===== src/rtl/pipe_stage_buf.sv =====
// Elastic pipeline-stage buffer: DEPTH-entry FIFO carrying a payload and write
// enables, with synchronous flush, occupancy output and a saturating bubble counter.
module pipe_stage_buf #(
  parameter int PAYLOAD_W = 64,
  parameter int WE_W      = 4,
  parameter int DEPTH     = 2,
  parameter int CNT_W     = 16,
  parameter int OCC_W     = 4
) (
  input  logic                 clk,
  input  logic                 rst,
  input  logic                 flush,
  input  logic                 in_valid,
  output logic                 in_ready,
  input  logic [PAYLOAD_W-1:0] in_payload,
  input  logic [WE_W-1:0]      in_we,
  output logic                 out_valid,
  input  logic                 out_ready,
  output logic [PAYLOAD_W-1:0] out_payload,
  output logic [WE_W-1:0]      out_we,
  output logic [OCC_W-1:0]     occupancy,
  output logic [CNT_W-1:0]     bubble_cnt
);

  // Handshake: a transfer happens on an edge where valid && ready on that side.
  // in_ready never looks at in_valid; when full it follows out_ready
  // combinationally so a full buffer can still move one entry per cycle.

  localparam int PTR_W = (DEPTH > 1) ? $clog2(DEPTH) : 1;
  localparam logic [PTR_W-1:0] LAST_PTR  = PTR_W'(DEPTH - 1);
  localparam logic [OCC_W-1:0] DEPTH_OCC = OCC_W'(DEPTH);

  logic [PAYLOAD_W-1:0] payload_mem [DEPTH];
  logic [WE_W-1:0]      we_mem      [DEPTH];
  logic [PTR_W-1:0]     wr_ptr;
  logic [PTR_W-1:0]     rd_ptr;
  logic [OCC_W-1:0]     occ;
  logic                 push;
  logic                 pop;

  assign out_valid = (occ != '0);
  assign in_ready  = flush || (occ < DEPTH_OCC) || out_ready;
  assign push      = in_valid && in_ready && !flush;
  assign pop       = out_valid && out_ready && !flush;
  assign occupancy = occ;

  // An empty buffer presents a NOP so no stale write enable leaks downstream.
  assign out_payload = out_valid ? payload_mem[rd_ptr] : '0;
  assign out_we      = out_valid ? we_mem[rd_ptr]      : '0;

  always_ff @(posedge clk) begin
    if (push) begin
      payload_mem[wr_ptr] <= in_payload;
      we_mem[wr_ptr]      <= in_we;
    end
  end

  always_ff @(posedge clk) begin
    if (!rst || flush) begin
      wr_ptr <= '0;
      rd_ptr <= '0;
      occ    <= '0;
    end else begin
      if (push) wr_ptr <= (wr_ptr == LAST_PTR) ? '0 : wr_ptr + PTR_W'(1);
      if (pop)  rd_ptr <= (rd_ptr == LAST_PTR) ? '0 : rd_ptr + PTR_W'(1);
      case ({push, pop})
        2'b10:   occ <= occ + OCC_W'(1);
        2'b01:   occ <= occ - OCC_W'(1);
        default: occ <= occ;
      endcase
    end
  end

  always_ff @(posedge clk) begin
    if (!rst) begin
      bubble_cnt <= '0;
    end else if (out_ready && !out_valid && !flush && (bubble_cnt != '1)) begin
      bubble_cnt <= bubble_cnt + CNT_W'(1);
    end
  end

endmodule


===== config.mk =====
export PLATFORM = sky130hd
export DESIGN_NAME = pipe_stage_buf
export DESIGN_NICKNAME = d
export VERILOG_FILES = /design/src/rtl/pipe_stage_buf.sv
export SDC_FILE = /design/constraint.sdc
export NUM_CORES = 1
export LEC_CHECK = 0
export ABC_AREA = 1
export CAP_MARGIN = 20
export CORE_MARGIN = 5
export CORE_UTILIZATION = 30
export CTS_CLUSTER_DIAMETER = 40
export DETAILED_ROUTE_END_ITERATION = 8
export SLEW_MARGIN = 20
export SYNTH_ARGS = -nofsm -noshare
export SYNTH_HDL_FRONTEND = slang
export SYNTH_SLANG_ARGS = --single-unit

===== constraint.sdc =====
create_clock -name clk -period 7.1 [get_ports clk]
set_input_delay 1.42 -clock clk [delete_from_list [all_inputs] [get_ports clk]]
set_output_delay 1.42 -clock clk [all_outputs]
set_load 0.02 [all_outputs]

Word-level counts from Yosys, hierarchy flattened
Memories as Yosys holds them, arrays and structs flattened. A register that Yosys moved wholly into a read port is not among the register bits.
Cells that the tools add are included.
Widths: inputs -> output; s select.
{ "op_classes": {"addsub": 5, "order_cmp": 1, "eq_ne": 3, "n_mux": 11, "reduce_logical": 15} }
{ "ops": {"columns": ["cell", "count"], "rows": [
  ["$mux 64", 1],
  ["$add 16x1->16 const B", 1],
  ["$ne 16x16->1 const B", 1],
  ["$mux 1", 8],
  ["$pmux 4 s2", 1],
  ["$logic_and 1x1->1", 7],
  ["$add 4x1->4 const B", 1],
  ["$lt 4x2->1 const B", 1],
  ["$mux 4", 1],
  ["$reduce_bool 4->1", 1],
  ["$sub 4x1->4 const B", 1],
  ["$logic_not 1->1", 3],
  ["$logic_or 1x1->1", 3],
  ["$add 1x1->1 const B", 2],
  ["$eq 2x1->1 const B", 1],
  ["$eq 2x2->1 const B", 1],
  ["$reduce_bool 2->1", 1]
]} }
{ "word_totals": {"reg_bits": 22, "mem_bits_rw": 136, "wordCells": 41, "memories": 2} }
{ "memory_table": {"columns": ["name", "words", "width", "read_ports", "rd_ports_with_merged_regs", "wr", "line_no", "source"], "rows": [
  ["payload_mem", 2, 64, 1, 1, 1, "33", "logic [PAYLOAD_W-1:0] payload_mem [DEPTH];"],
  ["we_mem", 2, 4, 1, 1, 1, "34", "logic [WE_W-1:0] we_mem [DEPTH];"]
]} }

Logic depth before layout (Yosys ltp)
{ "logic_depth": {"ltp_word": 7, "ltp_mapped": 11} }

Worst setup path after synthesis
No wires, ideal clock.
{ "synth_timing": {"path_type": "input-to-reg", "from": "in flush", "to": "mem payload_mem[0][0] (enable)", "setup_ns": 0.495, "arrival_ns": 4.733, "slack_ns": 1.873, "stages": 4, "path_buffers": 0, "path_cell_list": "inv_1 > nand3_1 > nand3_1 > nor2_1"} }
{ "synth_between": {"elab_chain_len": 6, "elab_cells_between_ends": 7, "cone_classes": "mux: 2; reduce/logical: 5"} }
{ "synth_lines": {"columns": ["element", "line_no", "source"], "rows": [
  ["start: declaration", "12", "input logic flush,"],
  ["$logic_or 1x1->1 (2 in a row)", "42", "assign in_ready = flush || (occ < DEPTH_OCC) || out_ready;"],
  ["via in_ready", "14", "output logic in_ready,"],
  ["$logic_and 1x1->1 (2 in a row)", "43", "assign push = in_valid && in_ready && !flush;"],
  ["$mux 1", "52", "if (push) begin"],
  ["$mux 1 (not written as such)", "53", "payload_mem[wr_ptr] <= in_payload;"],
  ["end: declaration", "33", null]
]} }
The timed path passes the listed nets, and every way through them passes these cells.

Worst setup path in the final report
{ "layout_timing": {"from": "in flush", "to": "out in_ready"} }
{ "layout_between": {"elab_chain_len": 2} }
{ "layout_lines": {"columns": ["element", "line_no"], "rows": [
  ["$logic_or 1x1->1 (2 in a row)", "42"],
  ["end: declaration", "14"]
]} }
No other way between the ends.

==> summary.md <==
| Metric | Value |
|---|---|
| Met1 Use GR | 0.150 |
| Status | complete, no violations |
| Min cycle time layout | 4.10 ns |
| Relative slew slack | 0.347 |
| Final WS setup | 3.00 ns |
| Clk Latency, worst-skew pair | 0.41 ns |
| Largest net degree at the start of global routing | 72 |
| Simple-gate area share of the yosys netlist | 0.113 |
| GR Util met3 | 0.0516 |
| GR Util All Layers | 0.118 |
| Fraction of registers with async set/reset | 0 |
| F_max | 0.244 GHz |
| Top-area cell type share of the netlist area | 0.598 |
| Post-Syn Instances | 568 |
| Via count | 4462 |
| Area of the die | 0.0259 mm² |
| Number of DRC markers in iteration 0 | 191 |
| GR Overflow Total | 0 |
| Inst Count DP | 999 |
| Clk sinks | 159 |
| Leakage Power | 0.00369 µW |
| Warnings from Yosys | 0 |
| H-tree depth | 4 |
| Final Hold Fails | 0 |
| Vert. Die Dim | 161 µm |
| Postcts setup bufs | 0 |
| Post-synthesis mux area share | 0.112 |
| Worst-path clk slew | 0.07 ns |
| CP Max Fanout | 3 |
| First-pass GRT wire length | 23900 µm |
| Routed wire length | 15200 µm |
| Final number of max-transition violations | 0 |
| Number of global-route vias before repair | 4496 |
| Post-synth cell types | 26 |
| Row Count | 55 |
| TritonCTS Buffers | 17 |
| Slew @ Worst Pin | 0.980 ns |
| Period utilization | 0.577 |
| Root Buffer | clkbuf_16 |
| Setup tns final | 0 ns |
| DP HPWL | 10100 µm |
| Synth cell count leaders | edfxtp_1, nand2_1, inv_1, mux2_2, nor2_1 |
| Ys flop type | edfxtp_1 |
| M2 GR Usage | 0.185 |
| Placer Congestion | 0.795 |
| Wire per inst | 14.7 µm |
| Layout area overhead | 38.4% |
| Ports | 163 |
| Hold path startpoint | rd_ptr |
| Critical R2R Launch | occupancy[3] |
| Pre-CTS WS | 2.80 ns |
| PostCTS Resize Cnt | 0 |
| Total core area | 0.0225 mm² |
| Worst IR Drop VDD | 161 µV |
| Vias/cell | 4.32 |
| Post-Syn Area per Cell | 12.0 µm² |
| Die W | 161 µm |
| Worst hold path class | flip-flop to flip-flop |
| Gate power share | 0.111 |
| Sequential area share after synthesis | 0.666 |
| Clock power frac | 0.431 |
| Top post-synthesis cells by area | edfxtp_1, mux2_2, nand2_1 |
| Final nets | 813 |
| Post-synthesis adder-cell area fraction | 0.0103 |
| Critical path launch point type | input port |
| Sw Ratio | 0.230 |
| RSZ-0062 raised after global routing | false |
| Yosys reg bits | 159 |
| CTS tree | built |
| Detailed-route DRC error count | 0 |
| Post-synthesis compound-gate area fraction | 0.0233 |
| Cell accounting for the most synthesized area | edfxtp_1 |
| CTS Hold Buffers Added | 0 |
| Antenna Violating Nets Remaining | 0 |
| Cell area after synthesis | 0.00683 mm² |
| Reg2reg setup slack | 4.32 ns |
| Combinational family with the most area after synthesis | simple AND/OR/NAND/NOR gates |
| Worst EP required | 5.68 ns |
| Internal power | 1760 µW |
| Buffers on Ports | 162 |
| Setup Skew | 0.00767 ns |
| Crit. Startpoint | flush |
| Pwr/cell area | 242 mW/mm² |
| DR pass1 iterations | 6 |
| Crit end category | primary output |
| Clock Tree Buf Depth | 2 |
| Most frequent cell after synthesis | edfxtp_1 |
| Post-synthesis xor/xnor area fraction | 0.0103 |
| Share of cells above drive strength 1 | 0.162 |
| Post-synth EDFFs | 136 |
| Post-Syn Nets | 646 |
| Final Setup Violations | 0 |
| Most used routing layer | met2 |
| Max-Cap Viols | 0 |
| Starting Density | 0.303 |
| Final Non-Filler Cells | 1033 |
| Psw | 526 µW |
| Initial antenna violation count | 3 |
| Critical Path AT | 2.68 ns |
| Sequential power share | 0.458 |
| Crit Path Class | input port to primary output |
| Antenna Cells | 0 |
cells by family after synthesis:
kind of cell | count (synthesis)
simple gates | 190
fa+ha+maj | 5
xor+xnor | 8
mux | 68
buf+inv | 113
flops | 159
compound gates | 25
registers in the layout, indices dropped and copies added (netlist names), named ones only:
signal,cells
we_mem,8
payload_mem,128
wr_ptr,1
occupancy,4
bubble_cnt,16
rd_ptr,1
critical path: stages:
cell and delay, ns:
clkdlybuf4s50_1 0.49, inv_1 0.06, nand3_1 0.09, clkdlybuf4s50_1 0.61
per-layer routing:
metal	wire length, µm	up-vias	share of wire
met2	7110	114	0.47
met1	6810	2109	0.45
li1	-	2220	-
met5	33	-	0.0022
met4	110	6	0.0072
met3	1130	13	0.074
power groups by stage:
stage | clock [µW] | combinational, µW | sequential [µW]
2_1_floorplan | 0 | 122 | 1070
3_3_place_gp | 0 | 257 | 1070
3_5_place_dp | 0 | 257 | 1070
4_1_cts | 1010 | 259 | 1050
5_1_grt | 1060 | 276 | 1050
6_report | 986 | 254 | 1050
layout make-up:
cell class              instances  area, µm²
flip-flops and latches        159       4550
fillers                      2136      13100
inverters                      95        357
clock buffers                  17        425
repair buffers                166       1680
well taps                     285        357
clock inverters                15        220
multi-input cells             296       1860
cell usage in the layout (no fill, tap or decap), types with 2 or more instances in the layout:
master           synthesis  layout
ha_1                     4       4
inv_1                   94      94
nand3_1                 14      14
xnor2_1                  4       4
inv_6                    0       5
clkinv_4                 0       3
nor2_4                   1       3
nand2_1                130     130
a21oi_1                  9       9
inv_8                    0       2
o21ai_0                  7       7
xor2_1                   4       4
nor2_1                  35      33
clkbuf_16                0      17
dfxtp_1                 23      22
bufinv_16                0       4
edfxtp_1               136     136
a21oi_2                  9       9
nand4_1                  6       6
mux2_2                  68      68
buf_4                    3       2
clkdlybuf4s50_1          0     162
path summary, 6_finish.rpt:
| kind | endpoint | cells after the start |
|---|---|---|
| worst min register to register | flip-flop | 1 |
| worst min-delay path | flip-flop | 1 |
| worst max-delay path | in_ready | 4 |
| worst max register to register | occupancy[3] | 11 |
per-stage QoR:
stage / power [µW] / utilization / instance area [µm²] / hold WS (ns)
2_1_floorplan: 1190 / - / 6830 / 0.425
3_3_place_gp: 1330 / 0.389 / 8750 / 0.432
3_5_place_dp: 1330 / 0.389 / 8750 / 0.432
4_1_cts: 2320 / 0.418 / 9400 / 0.441
5_1_grt: 2390 / 0.420 / 9450 / 0.484
6_report: 2290 / 0.420 / 9450 / 0.441
Power figures use the tool's default switching activity.
